`config.mk`:
```
export PLATFORM = sky130hd
export DESIGN_NAME = multicycle_main_ctrl
export DESIGN_NICKNAME = d
export VERILOG_FILES = /design/src/rtl/multicycle_main_ctrl.sv
export SDC_FILE = /design/constraint.sdc
export NUM_CORES = 1
export LEC_CHECK = 0
export ABC_AREA = 1
export CAP_MARGIN = 20
export CORE_MARGIN = 2
export CORE_UTILIZATION = 45
export DETAILED_ROUTE_END_ITERATION = 8
export PLACE_DENSITY = 0.84
export SYNTH_ARGS = -nofsm -noshare
export SYNTH_HDL_FRONTEND = slang
export SYNTH_SLANG_ARGS = --single-unit
```
`constraint.sdc`:
```
create_clock -name clk -period 3.55 [get_ports clk]
set_input_delay 0.5325 -clock clk [delete_from_list [all_inputs] [get_ports clk]]
set_output_delay 0.5325 -clock clk [all_outputs]
set_load 0.03 [all_outputs]
```
`src/rtl/multicycle_main_ctrl.sv`:
```
// multicycle_main_ctrl
//   Moore-style main controller for a shared-resource multicycle MIPS
//   datapath. It decodes the IR opcode and drives the mux selects, the write
//   strobes and the 2-bit ALUOp. It also waits on a memory-ready handshake,
//   with a bounded wait timeout.
//
//   Handshake: a memory access in FETCH, MEMRD or MEMWR completes in the
//   cycle where mem_ready = 1. While mem_ready = 0 the state holds and the
//   wait counter advances. When the counter equals WAIT_MAX with
//   mem_ready still 0, the access is abandoned. In that cycle mem_err
//   pulses and no strobe asserts, and the next state is FETCH.
//   mem_ready = 1 in the limit cycle still completes the access normally.
//
//   Optional feature: define MC_JUMP_EN to decode op 000010 (j) into the
//   JUMP state. Without it, that opcode is reported as illegal.
//
// Ports
//   clk, reset        rising-edge clock, asynchronous active-high reset
//   op[5:0]           opcode, IR[31:26]
//   zero              ALU zero flag (beq)
//   mem_ready         memory completes the current access this cycle
//   iord              memory address select (0 PC, 1 ALUOut)
//   mem_write         memory write enable
//   ir_write          IR load enable
//   reg_dst           write-register select (0 rt, 1 rd)
//   mem_to_reg        write-back select (0 ALUOut, 1 Data)
//   reg_write         register file write enable
//   alu_src_a         ALU A select (0 PC, 1 A)
//   alu_src_b[1:0]    ALU B select (00 B, 01 4, 10 SignImm, 11 SignImm<<2)
//   alu_op[1:0]       00 add, 01 sub, 10 use funct
//   pc_src[1:0]       00 ALUResult, 01 ALUOut, 10 jump target
//   pc_en             pc_write | (branch & zero)
//   illegal_op        one-cycle pulse on an undecodable opcode
//   mem_err           one-cycle pulse on wait timeout
//   state[3:0]        current state code (debug / checkers)
module multicycle_main_ctrl #(
    parameter int WAIT_MAX = 15,
    parameter int CNT_W    = 4
) (
    input  logic       clk,
    input  logic       reset,
    input  logic [5:0] op,
    input  logic       zero,
    input  logic       mem_ready,
    output logic       iord,
    output logic       mem_write,
    output logic       ir_write,
    output logic       reg_dst,
    output logic       mem_to_reg,
    output logic       reg_write,
    output logic       alu_src_a,
    output logic [1:0] alu_src_b,
    output logic [1:0] alu_op,
    output logic [1:0] pc_src,
    output logic       pc_en,
    output logic       illegal_op,
    output logic       mem_err,
    output logic [3:0] state
);

    typedef enum logic [3:0] {
        S_FETCH  = 4'd0,
        S_DECODE = 4'd1,
        S_MEMADR = 4'd2,
        S_MEMRD  = 4'd3,
        S_MEMWB  = 4'd4,
        S_MEMWR  = 4'd5,
        S_EXEC   = 4'd6,
        S_ALUWB  = 4'd7,
        S_BRANCH = 4'd8,
        S_ADDIEX = 4'd9,
        S_ADDIWB = 4'd10,
        S_JUMP   = 4'd11
    } state_t;

    localparam logic [CNT_W-1:0] LIMIT = CNT_W'(WAIT_MAX);

    state_t           state_q, state_d;
    logic [CNT_W-1:0] cnt_q, cnt_d;
    logic             waiting, timeout;
    logic             pc_write, branch;
    logic             mem_w, ir_w, reg_w, ill, err;

    always_ff @(posedge clk or posedge reset) begin
        if (reset) begin
            state_q <= S_FETCH;
            cnt_q   <= '0;
        end else begin
            state_q <= state_d;
            cnt_q   <= cnt_d;
        end
    end

    // The counter only runs while a memory state is stalled. Every other
    // path clears it, so each entry to a memory state starts from zero.
    // This includes the timeout path back into FETCH.
    always_comb begin
        waiting = ((state_q == S_FETCH) || (state_q == S_MEMRD) ||
                   (state_q == S_MEMWR)) && !mem_ready;
        timeout = (WAIT_MAX != 0) && waiting && (cnt_q == LIMIT);
        cnt_d   = '0;
        if (waiting && !timeout) begin
            // Saturate so a disabled timeout (WAIT_MAX = 0) never wraps.
            cnt_d = (cnt_q == '1) ? cnt_q : cnt_q + 1'b1;
        end
    end

    always_comb begin
        state_d    = state_q;
        iord       = 1'b0;
        reg_dst    = 1'b0;
        mem_to_reg = 1'b0;
        alu_src_a  = 1'b0;
        alu_src_b  = 2'b00;
        alu_op     = 2'b00;
        pc_src     = 2'b00;
        pc_write   = 1'b0;
        branch     = 1'b0;
        mem_w      = 1'b0;
        ir_w       = 1'b0;
        reg_w      = 1'b0;
        ill        = 1'b0;
        err        = 1'b0;
        unique case (state_q)
            S_FETCH: begin
                alu_src_b = 2'b01;
                if (timeout) begin
                    err     = 1'b1;
                    state_d = S_FETCH;
                end else if (mem_ready) begin
                    ir_w     = 1'b1;
                    pc_write = 1'b1;
                    state_d  = S_DECODE;
                end
            end
            S_DECODE: begin
                alu_src_b = 2'b11;
                case (op)
                    6'b100011, 6'b101011: state_d = S_MEMADR;
                    6'b000000:            state_d = S_EXEC;
                    6'b000100:            state_d = S_BRANCH;
                    6'b001000:            state_d = S_ADDIEX;
`ifdef MC_JUMP_EN
                    6'b000010:            state_d = S_JUMP;
`endif
                    default: begin
                        ill     = 1'b1;
                        state_d = S_FETCH;
                    end
                endcase
            end
            S_MEMADR: begin
                alu_src_a = 1'b1;
                alu_src_b = 2'b10;
                state_d   = (op == 6'b101011) ? S_MEMWR : S_MEMRD;
            end
            S_MEMRD: begin
                iord = 1'b1;
                if (timeout) begin
                    err     = 1'b1;
                    state_d = S_FETCH;
                end else if (mem_ready) begin
                    state_d = S_MEMWB;
                end
            end
            S_MEMWB: begin
                mem_to_reg = 1'b1;
                reg_w      = 1'b1;
                state_d    = S_FETCH;
            end
            S_MEMWR: begin
                iord = 1'b1;
                if (timeout) begin
                    err     = 1'b1;
                    state_d = S_FETCH;
                end else begin
                    mem_w = 1'b1;
                    if (mem_ready) state_d = S_FETCH;
                end
            end
            S_EXEC: begin
                alu_src_a = 1'b1;
                alu_op    = 2'b10;
                state_d   = S_ALUWB;
            end
            S_ALUWB: begin
                reg_dst = 1'b1;
                reg_w   = 1'b1;
                state_d = S_FETCH;
            end
            S_BRANCH: begin
                alu_src_a = 1'b1;
                alu_op    = 2'b01;
                pc_src    = 2'b01;
                branch    = 1'b1;
                state_d   = S_FETCH;
            end
            S_ADDIEX: begin
                alu_src_a = 1'b1;
                alu_src_b = 2'b10;
                state_d   = S_ADDIWB;
            end
            S_ADDIWB: begin
                reg_w   = 1'b1;
                state_d = S_FETCH;
            end
`ifdef MC_JUMP_EN
            S_JUMP: begin
                pc_src   = 2'b10;
                pc_write = 1'b1;
                state_d  = S_FETCH;
            end
`endif
            // Unreachable codes recover to FETCH with every output at 0.
            default: state_d = S_FETCH;
        endcase
    end

    // While reset is high, the strobes are masked combinationally. This
    // stops a write that is in flight in the same cycle as reset.
    assign mem_write  = mem_w & ~reset;
    assign ir_write   = ir_w & ~reset;
    assign reg_write  = reg_w & ~reset;
    assign illegal_op = ill & ~reset;
    assign mem_err    = err & ~reset;
    assign pc_en      = (pc_write | (branch & zero)) & ~reset;
    assign state      = state_q;

endmodule

```
Word level (Yosys, flattened, before mapping). Index checks and enable logic that the tools add are counted.

Word-level logic and storage cells: 77. Bits in read-only memories: 0. Register bits: 8. Bits in writable memories: 0. Memories kept: 0. Latch bits: 0. Input bits: 10.

Multiply operators: 0. $lt $le $gt $ge: 0. Bitwise logic cells: 9. Reduce and logical (&&, ||, !) cells: 17. Divide/modulo/power cells: 0. Add/subtract/negate cells: 1. Shift-type cells: 0. Muxes and demuxes: 29. Equal/unequal tests: 19.

Operator list (count): two-way mux 4 bit (8); one-hot mux 4 bit (7 select lines) (1); equality test 4 x 3 -> 1 bit (second input constant) (4); equality test 4 bit (second input constant) (4); two-way mux 1 bit (16); one-hot mux 4 bit (4 select lines) (1); equality test 6 bit (second input constant) (2); inequality test 3 bit (second input constant) (3); equality test 4 x 2 -> 1 bit (second input constant) (2); AND 1 bit (7); equality test 6 x 3 -> 1 bit (second input constant) (1); equality test 6 x 4 -> 1 bit (second input constant) (1); zero test 6 bit (1); one-hot mux 2 bit (3 select lines) (1); OR reduction 2 bit (3); OR reduction 3 bit (2); OR reduction 5 bit (1); adder 4 x 1 -> 4 bit (second input constant) (1); equality test 4 x 1 -> 1 bit (second input constant) (1); zero test 4 bit (1); one-hot mux 2 bit (2 select lines) (1); OR reduction 4 bit (1); logical AND 1 bit (3); two-way mux 3 bit (1); 6 further kinds (8).

Logic depth before layout (Yosys ltp). Gate-level depths: netlist of run 1.

Word-level depth: 9. Depth in mapped cells: 10. Mapped depth without buffers: 10.

Worst setup path before layout of run 1. No wires, ideal clock.

Kind: register -> output. Start: register state_q[0], in the netlist state[0]. End: output port illegal_op. Buffers on the path: 0. Arrival: 1.885 ns. Cell stages (with the launch flop): 5. Data required time: 3.017 ns. Setup slack: 1.132 ns. Cells stage by stage: dfrtp_1 > inv_1 > nor2_2 > nand2_1 > nor4_1.

Longest elaborated chain between the ends: 3.

Ends and longest elaborated chain: from (decl) (RTL line 78) `state_t state_q, state_d;`; from (signal assigned) (RTL line 89) `state_q <= state_d;`; equality test 4 x 1 -> 1 bit (RTL line 124) `unique case (state_q)`; two-way mux 1 bit (RTL line 124); AND 1 bit (RTL line 224) `assign illegal_op = ill & ~reset;`; to (decl) (RTL line 56) `output logic illegal_op,`.

Every way passes these cells.

Final worst setup path of run 1.
Start: input port op[2]. End: output port illegal_op.

Longest elaborated chain between the ends: 5. Elaborated cells on any way between the ends: 9. Those cells by class: eq/ne (4); mux (2); bitwise (1); reduce/logical (2).

Ends and longest elaborated chain: from (decl) (RTL line 42) `input logic [5:0] op,`; equality test 6 bit (tied with other cells) (RTL line 138) `case (op)`; OR reduction 5 bit (no line) (*); two-way mux 1 bit (*) (RTL line 138); two-way mux 1 bit (*) (RTL line 124); AND 1 bit (*) (RTL line 224).

Every way passes the cells marked *; elsewhere a longest branch is shown, timed or not.

==> results of run 1 <==
## cell families after synthesis
| group | share of synthesized area, % |
|---|---|
| compound gates | 7.785 |
| xor+xnor | 2.423 |
| fa+ha+maj | 1.730 |
| buf+inv | 12.97 |
| flops | 27.68 |
| other cells | 0.5185 |
| simple gates | 46.89 |
## per-layer routing
layer / track usage (%) / wire length [µm]
met1: 28.97 / 807
met4: 7.273 / 12
met3: 2.449 / 136
met2: 39.71 / 930
met5: 0 / 0
## cells in the final DEF, fill, tap and decap left out, drive strengths merged
cell and count:
nand2 33, clkdlybuf4s50 28, nor2 25, inv 21
nand3 10, dfrtp 8, o21ai 4, a21oi 3
clkbuf 3, nand4 2, a31oi 1, nand3b 1
xor2 1, nor4 1, xnor2 1, ha 1
conb 1
## cell type report
type	count	area, µm²
clock buffers	3	22.52
fillers	131	475.5
inverters	21	78.83
multi-input cells	84	429.2
flip-flops and latches	8	200.2
well taps	16	20.02
repair buffers	28	280.3
## final timing paths
| kind | cells past startpoint | startpoint | end | slack, ns |
|---|---|---|---|---|
| min in group asynchronous | 2 | reset | state[1] | 0.67 |
| hold / removal | 1 | cnt_q[0] | cnt_q[0] | 0.45 |
| setup / recovery | 6 | op[2] | illegal_op | 0.64 |
| hold reg to reg | 1 | cnt_q[0] | cnt_q[0] | 0.45 |
| max in group asynchronous | 2 | reset | cnt_q[0] | 2.64 |
| setup reg to reg | 6 | state[0] | state[0] | 2.17 |
## power groups by stage
stage          clock [mW]  sequential (mW)  combinational [mW]
2_1_floorplan           0            0.162               0.272
3_3_place_gp            0            0.141               0.435
3_5_place_dp            0            0.142               0.441
4_1_cts            0.0730            0.141               0.443
5_1_grt            0.0766            0.144               0.480
6_report           0.0742            0.141               0.445
## metrics by stage
| stage | worst slack [ns] | area (µm²) | util, % | total power [mW] | cells |
|---|---|---|---|---|---|
| 2_1_floorplan | 1.132 | 723.2 | - | 0.4339 | 115 |
| 3_3_place_gp | 0.7604 | 1008 | 66.94 | 0.5758 | 157 |
| 3_5_place_dp | 0.7235 | 1008 | 66.94 | 0.5838 | 157 |
| 4_1_cts | 0.7133 | 1031 | 68.44 | 0.6570 | 160 |
| 5_1_grt | 0.5999 | 1031 | 68.44 | 0.7006 | 160 |
| 6_report | 0.6449 | 1031 | 68.44 | 0.6599 | 160 |
## state kept, by name, summed over array words and instances (netlist names)
register  cells
state         4
cnt_q         4
## worst max-delay path, stage by stage
cell and delay, ns:
clkdlybuf4s50_1 0.54, nor2_1 0.09, nand3_1 0.08, o21ai_0 0.12, nor4_1 0.27, clkdlybuf4s50_1 0.74
==> results by group, run 1 <==
Pwr
  – Leakage power: 0.5539 nW
  – Clock power frac: 11.2%
  – Sequential share of power: 21.3%
  – PwrDens: 640.1 nW/µm²
  – Sw frac: 51.71%
  – Comb power frac: 67.5%
  – Cell-internal power: 0.3187 mW
  – Worst VDD drop: 0.3449 mV
  – NetSw: 0.3413 mW

CTS
  – CTS tree: built
  – Post-CTS resize count: 0
  – CTS buffer count: 3
  – Worst-Skew Late Latency: 0.26 ns
  – # Post-CTS Setup Buffers: 0
  – H-tree levels: 1
  – Longest Clk Path Bufs: 2
  – CTS sink cnt: 8
  – CTS root buf: clkbuf_4
  – CTS clock-pin slew for the worst setup and hold paths: 0.05 ns
  – Hold_buf cts: 0

Yosys
  – Area leader, netlist: dfrtp_1
  – Mapped cell area: 723.2 µm²
  – Most common cell in the netlist: nand2_1
  – Sequential-to-total area share from yosys stat: 27.68%
  – Synth top area cells: dfrtp_1 28%, nand2_1 15%, nor2_1 11%, inv_1 10%, nand3_1 5.5%
  – Synth cell types: 23
  – Warnings from Yosys: 0
  – Syn avg cell area: 6.289 µm²
  – Syn Nets: 126
  – Most used DFF post-synth: dfrtp_1
  – Asr flop ratio synth: 100.0%
  – Synthesized flop and latch total: 8
  – Post-synth EDFFs: 0
  – Synthesized netlist cell count: 115
  – Top post-synthesis cells by count: 29 x nand2_1, 22 x nor2_1, 20 x inv_1
  – Top-area cell type share of the netlist area: 27.68%

STA
  – Worst Hold Slack: 0.4532 ns
  – Count of final hold-check violations: 0
  – Fmax: 0.3442 GHz
  – Final Max Slew Viols: 0
  – Final setup fails: 0
  – Tcrit/Tclk final: 81.83%
  – Setup TNS: 0 ns
  – Crit path time final: 2.905 ns
  – Clock Skew: 0.007086 ns
  – RSZ-0062 raised after global routing: false

Drt
  – Wirelength per Cell: 11.79 µm
  – DRT Wirelength: 1886 µm
  – Number of vias per cell: 5.213
  – Vias: 834
  – First-pass detailed-route iteration total: 5
  – Post-DRT Antenna Nets: 0
  – Initial drt markers: 33
  – DR DRC count: 0

Placement
  – GPL Wtd Cong: 0.8135
  – HPWL after detailed placement: 1488 µm
  – IO buf count: 28

Run status
  – Status: complete, no violations

Floorplan
  – Die height: 44.09 µm
  – Die Width: 44.09 µm
  – Die ar.: 1944 µm²
  – Total I/O pin count: 30
  – Core Footprint: 1506 µm²
  – Initial Util: 48.01%
  – # rows: 14

Global route
  – Initial antenna violation count: 0
  – First-pass GRT wire length: 3360 µm
  – Largest net degree at the start of global routing: 10
  – Number of global-route vias before repair: 824
  – Tot GR Track Use: 22.64%
  – Total gr overflow: 0

Min path
  – Worst Hold Class: flip-flop to flip-flop

Worst setup path
  – Worst Setup Start Kind: input port
  – WP data arrival: 2.37 ns
  – CP max FO: 4
  – CP endpoint kind: output port
  – Critical Path RT: 3.02 ns
  – Critical path class: input port to output port

Cells and area
  – Antenna cells: 0
  – Area Growth Syn to Fin: 42.56%
  – Final nets: 157
  – Layout cell share with drive strength beyond 1: 9.722%

Job
  – Number of max-cap violations: 0
Power figures use the tool's default switching activity.
==> run 2: changes to the inputs <==
--- a/config.mk
+++ b/config.mk
@@ -8,9 +8,9 @@
 export ABC_AREA = 1
 export CAP_MARGIN = 20
 export CORE_MARGIN = 2
-export CORE_UTILIZATION = 45
+export CORE_UTILIZATION = 42
 export DETAILED_ROUTE_END_ITERATION = 8
-export PLACE_DENSITY = 0.84
+export PLACE_DENSITY = 0.79
 export SYNTH_ARGS = -nofsm -noshare
 export SYNTH_HDL_FRONTEND = slang
 export SYNTH_SLANG_ARGS = --single-unit
==> constraint.sdc (replaced) <==
create_clock -name clk -period 2.95 [get_ports clk]
set_input_delay 0.4425 -clock clk [delete_from_list [all_inputs] [get_ports clk]]
set_output_delay 0.4425 -clock clk [all_outputs]
set_load 0.03 [all_outputs]
==> run 2 against run 1 <==
Net effect: sequential power up 19%; worst hold slack worse by 0.00086 ns; sequential share of layout area down 0.14 points; final cell count up 0.63%; combinational power up 19%.
==> results by group, run 2 (synthesized netlist as in run 1, its figures left out) <==
Drt
  – First-pass detailed-route iteration total: 4 (-1)
  – DRT Wirelength: 1735 µm (-8.0%)
  – Vias: 788 (-5.5%)
  – Wirelength per Cell: 10.78 µm (-8.6%)
  – Initial drt markers: 24 (-27%)
  – Post-DRT Antenna Nets: 0 (unchanged)
  – DR DRC count: 0 (unchanged)
  – Number of vias per cell: 4.894 (-6.1%)

STA
  – Fmax: 0.3911 GHz
  – Tcrit/Tclk final: 86.68%
  – Crit path time final: 2.557 ns
  – Count of final hold-check violations: 0 (unchanged)
  – Final Max Slew Viols: 0 (unchanged)
  – Setup TNS: 0 ns (unchanged)
  – Clock Skew: 0.0007729 ns (-0.006313 ns)
  – Final setup fails: 0 (unchanged)
  – RSZ-0062 raised after global routing: false

Global route
  – Number of global-route vias before repair: 732 (-11%)
  – Total gr overflow: 0 (unchanged)
  – Largest net degree at the start of global routing: 9 (-1)
  – First-pass GRT wire length: 3118 µm (-7.2%)
  – Tot GR Track Use: 20.67% (-2.0 points)
  – Initial antenna violation count: 0 (unchanged)

Run status
  – Status: complete, no violations

Cells and area
  – Final nets: 158 (+0.64%)
  – Final instance area: 1039 µm² (+0.73%)
  – Layout cell share with drive strength beyond 1: 10.34% (+0.62 points)
  – Commonest non-fill, non-tap cells in the layout: 29 x nand2_1, 28 x clkdlybuf4s50_1, 22 x nor2_1
  – Most common cell after layout, fill and taps aside: nand2_1
  – Antenna cells: 0 (unchanged)
  – Area Growth Syn to Fin: 43.60%
  – Fill cells: 152 (+16%)

CTS
  – # Post-CTS Setup Buffers: 0 (unchanged)
  – CTS buffer count: 3 (unchanged)
  – Post-CTS resize count: 0 (unchanged)
  – Worst-Skew Late Latency: 0.26 ns (about the same)
  – CTS root buf: clkbuf_4
  – CTS sink cnt: 8 (unchanged)
  – H-tree levels: 1 (unchanged)
  – CTS tree: built
  – Longest Clk Path Bufs: 2 (unchanged)
  – CTS clock-pin slew for the worst setup and hold paths: 0.05 ns (about the same)
  – Hold_buf cts: 0 (unchanged)

Job
  – Number of max-cap violations: 0 (unchanged)

Worst setup path
  – Crit path buf inv count: 2 (unchanged)
  – WP data arrival: 2.11 ns (-0.26 ns)
  – Crit-path cells: ha_1 -> nand3_1 -> inv_1 -> nand3_4 -> nand2_1 -> nor2_1 -> clkdlybuf4s50_1
  – Critical path class: flip-flop to output port
  – Worst Setup Start Kind: flip-flop
  – CP max stage delay: 0.68 ns (-0.06 ns)
  – CP max FO: 5 (+1)
  – CP endpoint kind: output port
  – Crit path max-delay cell type: clkdlybuf4s50_1
  – Worst path depth: 7 (+1)
  – Reg2reg path depth: 6 (unchanged)
  – Critical Path RT: 2.51 ns (-0.51 ns)
  – Top delay family on crit path: buffers and inverters

Placement
  – Dpl cell area: 1016 µm² (+0.74%)
  – HPWL after detailed placement: 1446 µm (-2.8%)
  – GPL Wtd Cong: 0.9175 (+13%)
  – IO buf count: 28 (unchanged)

Pwr
  – Pwr Total: 0.7812 mW (+18%)
  – Leakage power: 0.5587 nW (+0.87%)
  – PwrDens: 752.3 nW/µm² (+18%)
  – Worst VDD drop: 0.3412 mV (-1.1%)

Floorplan
  – # rows: 14 (unchanged)
  – Core Footprint: 1559 µm² (+3.5%)
  – Die ar.: 2070 µm² (+6.5%)
  – Total I/O pin count: 30 (unchanged)
  – Initial Util: 46.39% (-1.6 points)
  – Die height: 45.50 µm (+3.2%)
  – Die Width: 45.50 µm (+3.2%)

Min path
  – Worst Hold Class: flip-flop to flip-flop
  – Hold Crit Depth: 1 (unchanged)
## run 2: metal layers
layer  global-route usage (%)  wire length (µm)  vias up
met5                        0                 0        -
met4                    7.059                17        0
met3                    4.762               117        2
met2                    31.27               778       32
met1                    28.75               821      338
li1                         -                 -      416
## run 2: worst reg2reg max path: cells and delay by family, from the launching register on
kind	cells	cell delay, ns
simple gates	5	0.58
flops	1	0.43
compound gates	1	0.24
## run 2: cell type report
class | count | area, µm² | area share, %
multi-input combinational | 84 | 429.2 | 41.33
timing repair buffer | 29 | 287.8 | 27.71
sequential | 8 | 200.2 | 19.28
inverter | 21 | 78.83 | 7.590
clock buffer | 3 | 22.52 | 2.169
tap | 16 | 20.02 | 1.928
## run 2: report_power, final
group          internal (mW)  switching, mW  total (mW)
Sequential             0.136         0.0319       0.168
Clock                 0.0464         0.0358      0.0823
Combinational          0.202          0.329       0.531
Total                  0.384          0.397       0.781
## run 2: path summary, 6_finish.rpt
| check | start | end | slack [ns] |
|---|---|---|---|
| worst max register to register | state[0] | state[2] | 1.58 |
| min in group asynchronous | reset | state[3] | 0.72 |
| worst min-delay path | cnt_q[0] | cnt_q[0] | 0.45 |
| worst min register to register | cnt_q[0] | cnt_q[0] | 0.45 |
| max in group asynchronous | reset | cnt_q[1] | 2.11 |
| worst max-delay path | cnt_q[0] | mem_write | 0.39 |
## run 2: through the flow
step                      hold slack [ns]  utilization (%)  std cells  worst slack [ns]
after floorplan                    0.2639                -        115            0.6225
after global placement             0.4436            65.17        158            0.4091
after detailed placement           0.4481            65.17        158            0.3995
after CTS                          0.4543            66.61        161            0.3706
after global routing               0.4834            66.61        161            0.2471
final                              0.4523            66.61        161            0.3930
==> run 3: changes to the inputs <==
--- a/config.mk
+++ b/config.mk
@@ -11,6 +11,7 @@
 export CORE_UTILIZATION = 42
 export DETAILED_ROUTE_END_ITERATION = 8
 export PLACE_DENSITY = 0.79
+export SLEW_MARGIN = 40
 export SYNTH_ARGS = -nofsm -noshare
 export SYNTH_HDL_FRONTEND = slang
 export SYNTH_SLANG_ARGS = --single-unit
==> results of run 3 <==
The final DEF is identical to that of run 2; final timing and power are the same.
